--- src/rtl/uart_frame_pkg.sv ---
// uart_frame_pkg: FSM state type and frame field constants shared by the UART frame sequencer.
package uart_frame_pkg;
  typedef enum logic [2:0] {IDLE, CMD, LEN, PAYLOAD, CHK, HOLD} state_t;
  localparam logic [7:0] SYNC_DEFAULT = 8'hA5;
  localparam int LEN_W = 4;
endpackage

--- src/rtl/uart_frame_ctrl_if.sv ---
// uart_frame_ctrl_if: byte input, frame valid/ready handoff and error outputs of uart_frame_ctrl.
interface uart_frame_ctrl_if #(
  parameter int MAX_PAYLOAD = 8,
  parameter int ERR_CNT_W   = 8
);
  import uart_frame_pkg::*;
  logic [7:0]               rx_data;
  logic                     rx_ready;
  logic [7:0]               frame_cmd;
  logic [LEN_W-1:0]         frame_len;
  logic [MAX_PAYLOAD*8-1:0] frame_payload;
  logic                     frame_valid;
  logic                     frame_ready;
  logic                     err_chk;
  logic                     err_len;
  logic                     err_overrun;
  logic                     err_timeout;
  logic [ERR_CNT_W-1:0]     err_count;
  modport master (
    output rx_data, rx_ready, frame_ready,
    input  frame_cmd, frame_len, frame_payload, frame_valid,
           err_chk, err_len, err_overrun, err_timeout, err_count
  );
  modport slave (
    input  rx_data, rx_ready, frame_ready,
    output frame_cmd, frame_len, frame_payload, frame_valid,
           err_chk, err_len, err_overrun, err_timeout, err_count
  );
endinterface

--- src/rtl/uart_byte_strobe.sv ---
// uart_byte_strobe: one-cycle strobe on each rising edge of rx_ready, with the byte captured at that edge.
module uart_byte_strobe (
  input  logic       clk,
  input  logic       reset,
  input  logic       rx_ready,
  input  logic [7:0] rx_data,
  output logic       stb,
  output logic [7:0] data
);
  logic rx_ready_q;
  always_ff @(posedge clk or posedge reset)
    if (reset) begin
      rx_ready_q <= 1'b0;
      stb        <= 1'b0;
      data       <= '0;
    end else begin
      rx_ready_q <= rx_ready;
      stb        <= rx_ready & ~rx_ready_q;
      if (rx_ready & ~rx_ready_q) data <= rx_data;
    end
endmodule

--- src/rtl/uart_frame_ctrl.sv ---
// uart_frame_ctrl: turns the UART byte stream into checksummed command frames with valid/ready handoff
// and error pulses plus a saturating error count; inter-byte timeout only with UART_FRAME_TIMEOUT_EN.
module uart_frame_ctrl
  import uart_frame_pkg::*;
#(
  parameter int         MAX_PAYLOAD    = 8,
  parameter logic [7:0] SYNC_BYTE      = SYNC_DEFAULT,
  parameter int         ERR_CNT_W      = 8,
  parameter int         TIMEOUT_CYCLES = 20000
) (
  input logic              clk,
  input logic              reset,
  uart_frame_ctrl_if.slave bus
);
  localparam logic [7:0] MAX_LEN = 8'(MAX_PAYLOAD);
  state_t               state, state_n;
  logic                 stb, tout, hs, e_chk, e_len, e_ovr;
  logic                 r_chk, r_len, r_ovr, r_tmo;
  logic [7:0]           data, cmd, chk;
  logic [LEN_W-1:0]     len, idx;
  logic [7:0]           pbuf [MAX_PAYLOAD];
  logic [ERR_CNT_W-1:0] cnt;

  uart_byte_strobe u_stb (
    .clk(clk), .reset(reset), .rx_ready(bus.rx_ready), .rx_data(bus.rx_data), .stb(stb), .data(data)
  );

  assign hs = bus.frame_valid & bus.frame_ready;

  always_ff @(posedge clk or posedge reset)
    if (reset) state <= IDLE;
    else state <= state_n;

  always_comb begin
    state_n = state;
    e_chk   = 1'b0;
    e_len   = 1'b0;
    e_ovr   = 1'b0;
    case (state)
      IDLE:    if (stb && data == SYNC_BYTE) state_n = CMD;
      CMD:     if (stb) state_n = LEN;
      LEN:     if (stb) begin
        e_len   = data > MAX_LEN;
        state_n = e_len ? IDLE : (data == 8'd0) ? CHK : PAYLOAD;
      end
      PAYLOAD: if (stb && idx == len - LEN_W'(1)) state_n = CHK;
      CHK:     if (stb) begin
        e_chk   = data != chk;
        state_n = e_chk ? IDLE : HOLD;
      end
      HOLD: begin
        e_ovr   = stb;
        state_n = hs ? IDLE : HOLD;
      end
      default: state_n = IDLE;
    endcase
    if (tout) state_n = IDLE;
  end

  always_ff @(posedge clk or posedge reset)
    if (reset) begin
      cmd <= '0;
      len <= '0;
      idx <= '0;
      chk <= '0;
      {r_chk, r_len, r_ovr, r_tmo} <= '0;
      cnt <= '0;
      for (int i = 0; i < MAX_PAYLOAD; i++) pbuf[i] <= '0;
    end else begin
      {r_chk, r_len, r_ovr, r_tmo} <= {e_chk, e_len, e_ovr, tout};
      if ((e_chk | e_len | e_ovr | tout) && !(&cnt)) cnt <= cnt + ERR_CNT_W'(1);
      if (stb)
        case (state)
          IDLE:    if (data == SYNC_BYTE) for (int i = 0; i < MAX_PAYLOAD; i++) pbuf[i] <= '0;
          CMD: begin
            cmd <= data;
            chk <= data;
          end
          LEN: begin
            chk <= chk ^ data;
            idx <= '0;
            if (!e_len) len <= data[LEN_W-1:0];
          end
          PAYLOAD: begin
            chk <= chk ^ data;
            idx <= idx + LEN_W'(1);
            for (int i = 0; i < MAX_PAYLOAD; i++) if (idx == LEN_W'(i)) pbuf[i] <= data;
          end
          default: ;
        endcase
    end

`ifdef UART_FRAME_TIMEOUT_EN
  localparam int TW = $clog2(TIMEOUT_CYCLES + 1);
  logic          active;
  logic [TW-1:0] tcnt;
  assign active = state inside {CMD, LEN, PAYLOAD, CHK};
  assign tout   = active && !stb && tcnt == TW'(TIMEOUT_CYCLES - 1);
  always_ff @(posedge clk or posedge reset)
    if (reset) tcnt <= '0;
    else tcnt <= (!active || stb || tout) ? '0 : tcnt + TW'(1);
`else
  // no timeout hardware: always 0
  assign tout = TIMEOUT_CYCLES < 0;
`endif

  assign bus.frame_valid = state == HOLD;
  assign bus.frame_cmd   = cmd;
  assign bus.frame_len   = len;
  assign bus.err_chk     = r_chk;
  assign bus.err_len     = r_len;
  assign bus.err_overrun = r_ovr;
  assign bus.err_timeout = r_tmo;
  assign bus.err_count   = cnt;
  for (genvar g = 0; g < MAX_PAYLOAD; g++) begin : g_pay
    assign bus.frame_payload[8*g +: 8] = pbuf[g];
  end
endmodule

--- src/flat_wrapper.sv ---
// flat-port wrapper written by rule: the top's interface ports become plain ports
module uart_frame_ctrl_flat import uart_frame_pkg::*;
#(
  parameter int         MAX_PAYLOAD    = 8,
  parameter logic [7:0] SYNC_BYTE      = SYNC_DEFAULT,
  parameter int         ERR_CNT_W      = 8,
  parameter int         TIMEOUT_CYCLES = 20000
)
  (clk, reset, bus_rx_data, bus_rx_ready, bus_frame_ready, bus_frame_cmd, bus_frame_len, bus_frame_payload, bus_frame_valid, bus_err_chk, bus_err_len, bus_err_overrun, bus_err_timeout, bus_err_count);
  uart_frame_ctrl_if #(.MAX_PAYLOAD(MAX_PAYLOAD), .ERR_CNT_W(ERR_CNT_W)) bus_i ();
  input logic clk;
  input logic reset;
  input wire logic [$bits(bus_i.rx_data)-1:0] bus_rx_data;
  input wire logic [$bits(bus_i.rx_ready)-1:0] bus_rx_ready;
  input wire logic [$bits(bus_i.frame_ready)-1:0] bus_frame_ready;
  output wire logic [$bits(bus_i.frame_cmd)-1:0] bus_frame_cmd;
  output wire logic [$bits(bus_i.frame_len)-1:0] bus_frame_len;
  output wire logic [$bits(bus_i.frame_payload)-1:0] bus_frame_payload;
  output wire logic [$bits(bus_i.frame_valid)-1:0] bus_frame_valid;
  output wire logic [$bits(bus_i.err_chk)-1:0] bus_err_chk;
  output wire logic [$bits(bus_i.err_len)-1:0] bus_err_len;
  output wire logic [$bits(bus_i.err_overrun)-1:0] bus_err_overrun;
  output wire logic [$bits(bus_i.err_timeout)-1:0] bus_err_timeout;
  output wire logic [$bits(bus_i.err_count)-1:0] bus_err_count;
  assign bus_i.rx_data = bus_rx_data;
  assign bus_i.rx_ready = bus_rx_ready;
  assign bus_i.frame_ready = bus_frame_ready;
  assign bus_frame_cmd = bus_i.frame_cmd;
  assign bus_frame_len = bus_i.frame_len;
  assign bus_frame_payload = bus_i.frame_payload;
  assign bus_frame_valid = bus_i.frame_valid;
  assign bus_err_chk = bus_i.err_chk;
  assign bus_err_len = bus_i.err_len;
  assign bus_err_overrun = bus_i.err_overrun;
  assign bus_err_timeout = bus_i.err_timeout;
  assign bus_err_count = bus_i.err_count;
  uart_frame_ctrl #(.MAX_PAYLOAD(MAX_PAYLOAD), .SYNC_BYTE(SYNC_BYTE), .ERR_CNT_W(ERR_CNT_W), .TIMEOUT_CYCLES(TIMEOUT_CYCLES)) u_core (.clk(clk), .reset(reset), .bus(bus_i));
endmodule
--- config.mk ---
export PLATFORM = sky130hd
export DESIGN_NAME = uart_frame_ctrl_flat
export DESIGN_NICKNAME = d
export VERILOG_FILES = /design/src/rtl/uart_frame_pkg.sv /design/src/rtl/uart_frame_ctrl_if.sv /design/src/rtl/uart_byte_strobe.sv /design/src/rtl/uart_frame_ctrl.sv /design/src/flat_wrapper.sv
export SDC_FILE = /design/constraint.sdc
export NUM_CORES = 1
export LEC_CHECK = 0
export ABC_AREA = 1
export BUFFER_PORTS_ARGS = -buffer_cell sky130_fd_sc_hd__clkbuf_2
export CAP_MARGIN = 20
export CORE_ASPECT_RATIO = 1.75
export CORE_MARGIN = 4
export CORE_UTILIZATION = 59
export DETAILED_ROUTE_END_ITERATION = 10
export PLACE_DENSITY_LB_ADDON = 0.12
export SYNTH_ARGS = -nofsm -noshare
export SYNTH_HDL_FRONTEND = slang
export SYNTH_HIERARCHICAL = 1
export SYNTH_SLANG_ARGS = --single-unit
--- constraint.sdc ---
create_clock -name clk -period 6.61 [get_ports clk]
set_input_delay 0.9915 -clock clk [delete_from_list [all_inputs] [get_ports clk]]
set_output_delay 0.9915 -clock clk [all_outputs]
set_load 0.02 [all_outputs]
==> Word-level counts from Yosys, hierarchy flattened <==
Cells that the tools add are included.
Widths: inputs -> output; s select.
{ "op_classes": {"addsub": 3, "n_lt_le_gt_ge": 1, "eq_ne": 29, "muxes": 27, "bitwise_logic": 7, "reduce_logical": 25} }
{ "op_table": {"columns": ["operator", "count"], "rows": [
  ["$pmux 64 s2", 1],
  ["$mux 64", 1],
  ["$mux 8", 8],
  ["$reduce_and 4->1", 8],
  ["$mux 3", 9],
  ["$ne 2x1->1 const B", 11],
  ["$pmux 3 s6", 1],
  ["$eq 4x3->1 const B", 4],
  ["$pmux 8 s2", 1],
  ["$add 8x1->8 const B", 1],
  ["$eq 4x2->1 const B", 2],
  ["$eq 8x8->1 const B", 1],
  ["$gt 8x4->1 const B", 1],
  ["$logic_not 8->1", 1],
  ["$ne 8x8->1", 1],
  ["$pmux 4 s2", 1],
  ["$reduce_and 8->1", 1],
  ["$xor 8x8->8", 1],
  ["$eq 3x2->1 const B", 2],
  ["$eq 3x3->1 const B", 2],
  ["$ne 2x2->1 const B", 3],
  ["$reduce_and 2->1", 3],
  ["$reduce_bool 2->1", 3],
  ["$mux 1", 5],
  ["other kinds (15)", 20]
]} }
{ "word_totals": {"register_bits": 112, "in_bits": 12, "word_cells": 112} }

==> Depth between registers and ports, before layout <==
Gate-level depths: netlist of run 1.
{ "depth": {"word_depth": 6, "depth_mapped": 12, "mapped_depth_nobuf": 12} }

==> Hierarchy <==
Netlist of run 1, hierarchy kept.
{ "by_module_without_submodules": {"columns": ["module", "n_inst", "cells_each", "area_each_um2", "seq_area_each_um2"], "rows": [
  ["uart_frame_ctrl", 1, 538, 4571.9, 2552.4],
  ["uart_byte_strobe", 1, 39, 400.4, 250.2]
]} }

==> Least setup slack after synthesis of run 1 <==
No wires, ideal clock.
{ "synth_path": {"path_kind": "register to output", "from": "register u_core.state[0]", "to": "output port bus_frame_valid", "arrival_time_ps": 841, "t_required_ps": 5618, "path_slack_ps": 4777, "stages_incl_launch_ff": 5, "path_buffers": 0, "path_cell_list": "dfrtp_1 > inv_1 > nor2_1 > nand2_1 > inv_1"} }
{ "synth_between": {"elab_chain_cells": 1} }
{ "synth_lines": {"columns": ["item", "line", "rtl"], "rows": [
  ["from (decl)", "uart_frame_ctrl.sv:16", "state_t state, state_n;"],
  ["from (signal assigned)", "uart_frame_ctrl.sv:32", "else state <= state_n;"],
  ["$eq 3x3->1", "uart_frame_ctrl.sv:107", "assign bus.frame_valid = state == HOLD;"],
  ["to (decl)", "flat_wrapper.sv:19", "output wire logic [$bits(bus_i.frame_valid)-1:0] bus_frame_valid;"]
]} }
No other way between the ends.

==> Final worst setup path of run 1 <==
Ends and elaborated chain as after synthesis.

==> results of run 1 <==
## kinds of logic after synthesis
kind of cell | after synthesis | share of synthesized area
AOI/OAI and AO/OA | 107 | 0.1142
xor gates and xnor gates | 8 | 0.01409
DFF | 112 | 0.5637
other | 1 | 0.0007542
buffers and inverters | 61 | 0.06039
adders and majority gates | 6 | 0.01510
and+or+nand+nor | 282 | 0.2318
## registers in the layout (all words and copies together), names as in the netlist, 3 cells and up
name and cells:
u_core/state 3, u_core/idx 4, u_core/bus.frame_len 4, u_core/u_stb/data 8
u_core/chk 8, u_core/bus.err_count 8, u_core/bus.frame_payload 64, u_core/bus.frame_cmd 8
## placed cells by master, fill, tap and decap left out, types with 6 or more instances in the layout
cell type	synthesis	layout
nand2_1	206	206
dfrtp_1	112	112
clkbuf_2	0	99
o21ai_0	93	93
inv_1	44	43
nand3_1	41	41
nor2_1	23	23
clkbuf_16	0	9
o211ai_1	8	8
ha_1	6	6
## metal layers
metal	vias up	track usage	wire [um]
met5	-	0	0
met2	95	0.4508	6547
met1	1991	0.2915	4467
met4	0	0.1184	376
met3	26	0.04172	426
li1	2056	-	-
## power by group
part           internal [uW]  switching, uW  leakage (uW)
Combinational            250            563       0.00140
Sequential               855            128       0.00151
Clock                    333            246      0.000146
## per-stage QoR
| step | util | worst slack, ps | instance area (um2) |
|---|---|---|---|
| floorplan | - | 2943 | 4972 |
| global placement | 0.6621 | 4089 | 5468 |
| detailed placement | 0.6621 | 3978 | 5468 |
| CTS | 0.7008 | 3958 | 5787 |
| global route | 0.7017 | 4072 | 5794 |
| finish | 0.7017 | 4197 | 5794 |
## cell usage after synthesis (all sizes together)
cell type / count
nor2: 23
xor2: 4
nor3: 3
inv: 46
dfrtp: 112
nand2: 211
o211ai: 8
nand3b: 1
a21oi: 4
clkbuf: 2
nor3b: 1
or2: 1
nand4: 1
conb: 1
o22ai: 1
buf: 13
nand3: 41
ha: 6
xnor2: 4
o21ai: 94
## worst reg2reg max path, delay by kind of cell, from the launching register on
kind / cells / cell delay (ps)
buffers and inverters: 3 / 430
AND/OR/NAND/NOR: 5 / 1090
AO/OA/AOI/OAI: 1 / 100
flip-flops: 1 / 390
## how the worst max path moves through the flow
stage          cells after the start                           end  slack, ps
5_1_grt                            5               bus_frame_valid       4070
2_1_floorplan                      1            u_core/bus.err_chk       2940
3_3_place_gp                       8  u_core/bus.frame_payload[21]       4090
3_5_place_dp                       7  u_core/bus.frame_payload[19]       3980
4_1_cts                            7  u_core/bus.frame_payload[19]       3960
6_report                           5               bus_frame_valid       4200
## final cells by class
type	count	area, um2
clock buffer	9	225.2
clock inverter	6	93.84
fill	685	2464
inverter	46	177.7
multi-input combinational	404	1869
sequential	112	2803
tap	92	115.1
timing repair buffer	101	510.5
==> metrics, run 1 <==
dpl cells=754; Netlist cell types=27; Post-CTS Hold Fix Bufs=0; layout cell share with drive strength beyond 1=0.1858; global-route usage over all layers=0.2512; post-CTS setup buffers=0; Final setup viols=0; DRT iter0 DRCs=about 280; largest cells by area after synthesis=dfrtp_1 (56%), nand2_1 (16%), o21ai_0 (9.4%); Die ar.=10,020 um2; Max Clk Rate=~410 MHz; CTS tree=yes; final hold viol count=0; worst-margin pin slew=810.0 ps; maximum vdd drop=roughly 0.2 mV; Ports=approximately 100; Antenna Nets Post-Route=0; clk buf depth=2; Critical R2R Capture=u_core/bus.frame_payload[28]; Area growth, synth to finish=16.53%; slowest CP cell=dfrtp_1; Rows=44; Hold Path Depth=2; # DRC=0; CTS Buf Count=9; largest net degree at the start of global routing=65; Cell Area, Synth=~5000 um2; CTS sink cnt=around 110; HP Start=u_core/bus.frame_payload[31]; critical path launch point type=flop; first-pass GRT wire length=19,460 um; Critical Path Source=u_core/state[0]; RSZ-0062 raised after global routing=false; register area share after synthesis=0.5637; H-tree Lvls=3; worst hold path endpoint=u_core/bus.frame_payload[31]; CP Capture Type=primary output; pwr/cell area=409.8 nW/um2; CP top delay family=flip-flops; final net count=692; maxcap violations=0; final wirelength=11,820 um; CP Data Required Time=5620 ps; worst-path cell chain=inv_1, nor2_1, nand2_1, inv_1, clkbuf_2; drt via density=5.413; status=completed; Post-Layout Cell Count=770; slowest stage delay, CP=approximately 470 ps; skew final=between 5 and 6 ps; PortBufs=99; clk_lat worst skew=350 ps; critical path peak fanout=7; Fin Hold WS=between 400 and 500 ps; initial antenna violation count=0; cell taking the most area after synthesis=dfrtp_1; fin crit share=0.3650; via count=around 4,200; total power=2375 uW; area fraction of the dominant cell type after synthesis=0.5637; Initial Util=0.6021; CP arrival=1420 ps; reg-to-reg slack, setup=about 4500 ps; worst reg2reg path startpoint=u_core/state[2]; flops & latches, synth=112; setup TNS=0 ps; R2R cell count=9; Post-CTS Resized=0; clock slew at reported path FFs=70 ps; core region area=8258 um2; GP Congestion=between 0.8 and 0.9; crit path kind=flop to primary output; most frequent cell on the critical path=inv_1; min-delay worst type=flop to flop; leakage=about 0.003 uW; Synth Net Count=595; Die W=77.40 um; first-pass iteration count of the detailed router=4; GRT overflow=0; routed wire length per instance=15.35 um; cells after synthesis=577; final count of pins violating max slew=0; final worst path period need=2413 ps; YS warnings=6; vias in the first global route=4,000; Avg Cell Area, Syn=8.617 um2; dpl hpwl=8718 um; Die H=129.4 um; Root Driver=clkbuf_16; Rel. slew slack=0.4600; CP Buf/Inv Count=3; Antenna Cells=0
(Power assumes the default switching activity.)
==> inputs of run 2 (changes only) <==
--- a/config.mk
+++ b/config.mk
@@ -5,12 +5,12 @@
 export SDC_FILE = /design/constraint.sdc
 export NUM_CORES = 1
 export LEC_CHECK = 0
-export ABC_AREA = 1
+export ABC_AREA = 0
 export BUFFER_PORTS_ARGS = -buffer_cell sky130_fd_sc_hd__clkbuf_2
 export CAP_MARGIN = 20
 export CORE_ASPECT_RATIO = 1.75
 export CORE_MARGIN = 4
-export CORE_UTILIZATION = 59
+export CORE_UTILIZATION = 49
 export DETAILED_ROUTE_END_ITERATION = 10
 export PLACE_DENSITY_LB_ADDON = 0.12
 export SYNTH_ARGS = -nofsm -noshare
==> constraint.sdc (replaced) <==
create_clock -name clk -period 2.1 [get_ports clk]
set_input_delay 0.315 -clock clk [delete_from_list [all_inputs] [get_ports clk]]
set_output_delay 0.315 -clock clk [all_outputs]
set_load 0.02 [all_outputs]
==> metrics, run 2 <==
status=completed (unchanged); fin crit share=0.9942; ys async rst share=1.000 (unchanged); final hold viol count=0 (unchanged); crit path kind=flop to flop (was flop to primary output); core region area=9585 um2 (was 8258 um2); largest cells by area after synthesis=dfrtp_1 (58%), nand2_1 (8.6%), o21ai_0 (7.5%) (was dfrtp_1 (56%), nand2_1 (16%), o21ai_0 (9.4%)); CP Data Required Time=2330 ps (was 5620 ps); Cell Area, Synth=4865 um2 (was 4972 um2); final wirelength=12,140 um (was 11,820 um); clk_lat worst skew=350 ps (about the same); Ports=101 (unchanged); fill cell count=828 (was 685); final core occ=0.6315 (was 0.7017); EDFF count, synth=0 (unchanged); Initial Util=0.5075 (was 0.6021); Sw Ratio=0.3562 (was 0.3946); Final setup viols=0 (unchanged); Post-synth top cells=dfrtp_1 (112), nand2_1 (111), o21ai_0 (73), nor2_1 (17), clkbuf_1 (16) (was nand2_1 (206), dfrtp_1 (112), o21ai_0 (93), inv_1 (44), nand3_1 (41)); Area growth, synth to finish=24.43% (was 16.53%); Die W=83.32 um (was 77.40 um); Antenna Nets Post-Route=0 (unchanged); vias in the first global route=3,955 (was 4,000); commonest non-fill, non-tap cell in the layout=dfrtp_1 (was nand2_1); # DRC=0 (unchanged); Antenna Cells=0 (unchanged); worst-margin pin slew=605.5 ps (was 810.0 ps); area fraction of the dominant cell type after synthesis=0.5761 (was 0.5637); slowest stage delay, CP=570 ps (was 470 ps); met2 Usage GRT=0.3942 (was 0.4508); min-delay worst type=primary input to flop (was flop to flop); final count of pins violating max slew=0 (unchanged); DRT iter0 DRCs=190 (was 283); leakage=0.002987 uW (was 0.003059 uW); ys flop type=dfrtp_1 (unchanged); critical path launch point type=flop (unchanged); Cell Int Power=4636 uW (was 1437 uW); layout cell share with drive strength beyond 1=0.2841 (was 0.1858); routed wire length per instance=16.60 um (was 15.35 um); GP Congestion=0.8775 (was 0.8958); cells after synthesis=485 (was 577); final net count=622 (was 692); initial antenna violation count=0 (unchanged); drt via density=5.387 (was 5.413); Reg power frac=0.419 (was 0.414); register area share after synthesis=0.5761 (was 0.5637); skew final=5.964 ps (was 5.920 ps); GR Util met1=0.2358 (was 0.2915); maxcap violations=0 (unchanged); post-route cell area=6053 um2 (was 5794 um2); clock power share=0.265 (was 0.244); max FFs per register=64 (unchanged); final worst path period need=2088 ps; CP arrival=2320 ps (was 1420 ps); cell taking the most area after synthesis=dfrtp_1 (unchanged); Synth Net Count=503 (was 595); most frequent cell after synthesis=dfrtp_1 (was nand2_1); area of placed instances=5664 um2 (was 5468 um2); CP Capture Type=flop (was primary output); flops & latches, synth=112 (unchanged); clock slew at reported path FFs=70 ps (about the same); Gate power share=0.316 (was 0.342); dpl hpwl=8995 um (was 8718 um); first-pass iteration count of the detailed router=4 (unchanged); RSZ-0062 raised after global routing=false (unchanged); worst-path cell chain=or4_1, nor2_1, o31a_2, a21oi_1, mux2_2 (was inv_1, nor2_1, nand2_1, inv_1, clkbuf_2); H-tree Lvls=3 (unchanged); Fin Hold WS=98.18 ps (was 484.4 ps); GR Util met3=0.03666 (was 0.04172); pwr/cell area=1190 nW/um2 (was 409.8 nW/um2); slowest CP cell=or4_1 (was dfrtp_1); Rel. slew slack=0.5955 (was 0.4600); CTS tree=yes (unchanged); critical path peak fanout=7 (unchanged); clk buf depth=2 (unchanged); global-route usage over all layers=0.2164 (was 0.2512); PortBufs=99 (unchanged); Net Sw Power=2565 uW (was 937.1 uW); YS warnings=6 (unchanged); Rows=47 (was 44); first-pass GRT wire length=19,890 um (was 19,460 um); largest net degree at the start of global routing=42 (was 65); via count=3,938 (was 4,168); busiest grt layer=met2 (unchanged); Avg Cell Area, Syn=10.03 um2 (was 8.617 um2); Root Driver=clkbuf_16 (unchanged); CTS sink cnt=112 (unchanged); Max Clk Rate=479.0 MHz; Die ar.=11,650 um2 (was 10,020 um2); Netlist cell types=44 (was 27); most frequent cells in the layout=dfrtp_1 (112), nand2_1 (111), clkbuf_2 (99), o21ai_0 (72), buf_4 (32) (was nand2_1 (206), dfrtp_1 (112), clkbuf_2 (99), o21ai_0 (93), inv_1 (43)); CTS Buf Count=9 (unchanged); Die H=139.8 um (was 129.4 um); GRT overflow=0 (unchanged); maximum vdd drop=0.5850 mV (was 0.1994 mV)
run 2: kinds of logic after synthesis:
family / synth area share
adders and majority gates: 0.01543
DFF: 0.5761
AOI/OAI and AO/OA: 0.1358
muxes: 0.03858
buffers and inverters: 0.03807
and+or+nand+nor: 0.1564
other: 0.0007709
xor gates and xnor gates: 0.03884
run 2: what timing repair did:
| action | 4_1_cts | 5_1_grt |
|---|---|---|
| buffers inserted | 0 | 1 |
| pin swaps | 0 | 1 |
| hold buffers | 1 | 0 |
| hold endpoints to repair | 10 | 0 |
| endpoints found under the setup margin | 3 | 25 |
| gates resized for setup | 2 | 5 |
run 2: path summary, 6_finish.rpt:
check | from | endpoint | slack [ps] | cells past startpoint
worst max-delay path | u_core/u_stb/data[4] | u_core/bus.err_count[1] | 10 | 5
worst min-delay path | bus_rx_ready | u_core/u_stb/rx_ready_q | 100 | 1
worst max register to register | u_core/u_stb/data[4] | u_core/bus.err_count[1] | 10 | 5
worst min register to register | u_core/bus.frame_payload[23] | u_core/bus.frame_payload[23] | 480 | 2
max in group asynchronous | reset | u_core/bus.frame_payload[7] | 900 | 4
min in group asynchronous | reset | u_core/u_stb/data[3] | 520 | 3
run 2: routing by layer:
| layer | wire [um] | vias up |
|---|---|---|
| li1 | - | 1881 |
| met1 | 4594 | 1921 |
| met2 | 6691 | 111 |
| met3 | 469 | 25 |
| met4 | 380 | 0 |
| met5 | 0 | - |
run 2: stage by stage:
step	std cells	worst slack (ps)	total power, uW	TNS [ps]
3_5_place_dp	713	-110.5	5314	-145.2
4_1_cts	730	-1.222	7242	-1.222
6_report	731	12.26	7201	0
5_1_grt	731	9.539	7647	0
3_3_place_gp	713	-93.27	5242	-119.5
2_1_floorplan	485	117.3	4420	0
run 2: worst max-delay path, delay by kind of cell (launching register included):
kind | cells | cell delay (ps)
AO/OA/AOI/OAI | 2 | 400
flip-flops | 1 | 410
multiplexers | 1 | 300
AND/OR/NAND/NOR | 2 | 860
run 2: power by group through the flow:
stage                     logic, uW  clock network (uW)  registers (uW)
after detailed placement       2270                   0            3050
after global placement         2210                   0            3030
after global routing           2500                2070            3080
after CTS                      2280                1950            3020
final                          2280                1910            3020
after floorplan                1160                   0            3260
run 2: layout make-up:
| cell class | instances | area, um2 | share of cell area |
|---|---|---|---|
| flip-flops and latches | 112 | 2803 | 0.4630 |
| clock inverters | 6 | 107.6 | 0.01778 |
| multi-input cells | 332 | 1899 | 0.3138 |
| repair buffers | 135 | 805.8 | 0.1331 |
| clock buffers | 10 | 229.0 | 0.03783 |
| inverters | 14 | 56.30 | 0.009301 |
| well taps | 122 | 152.6 | 0.02522 |
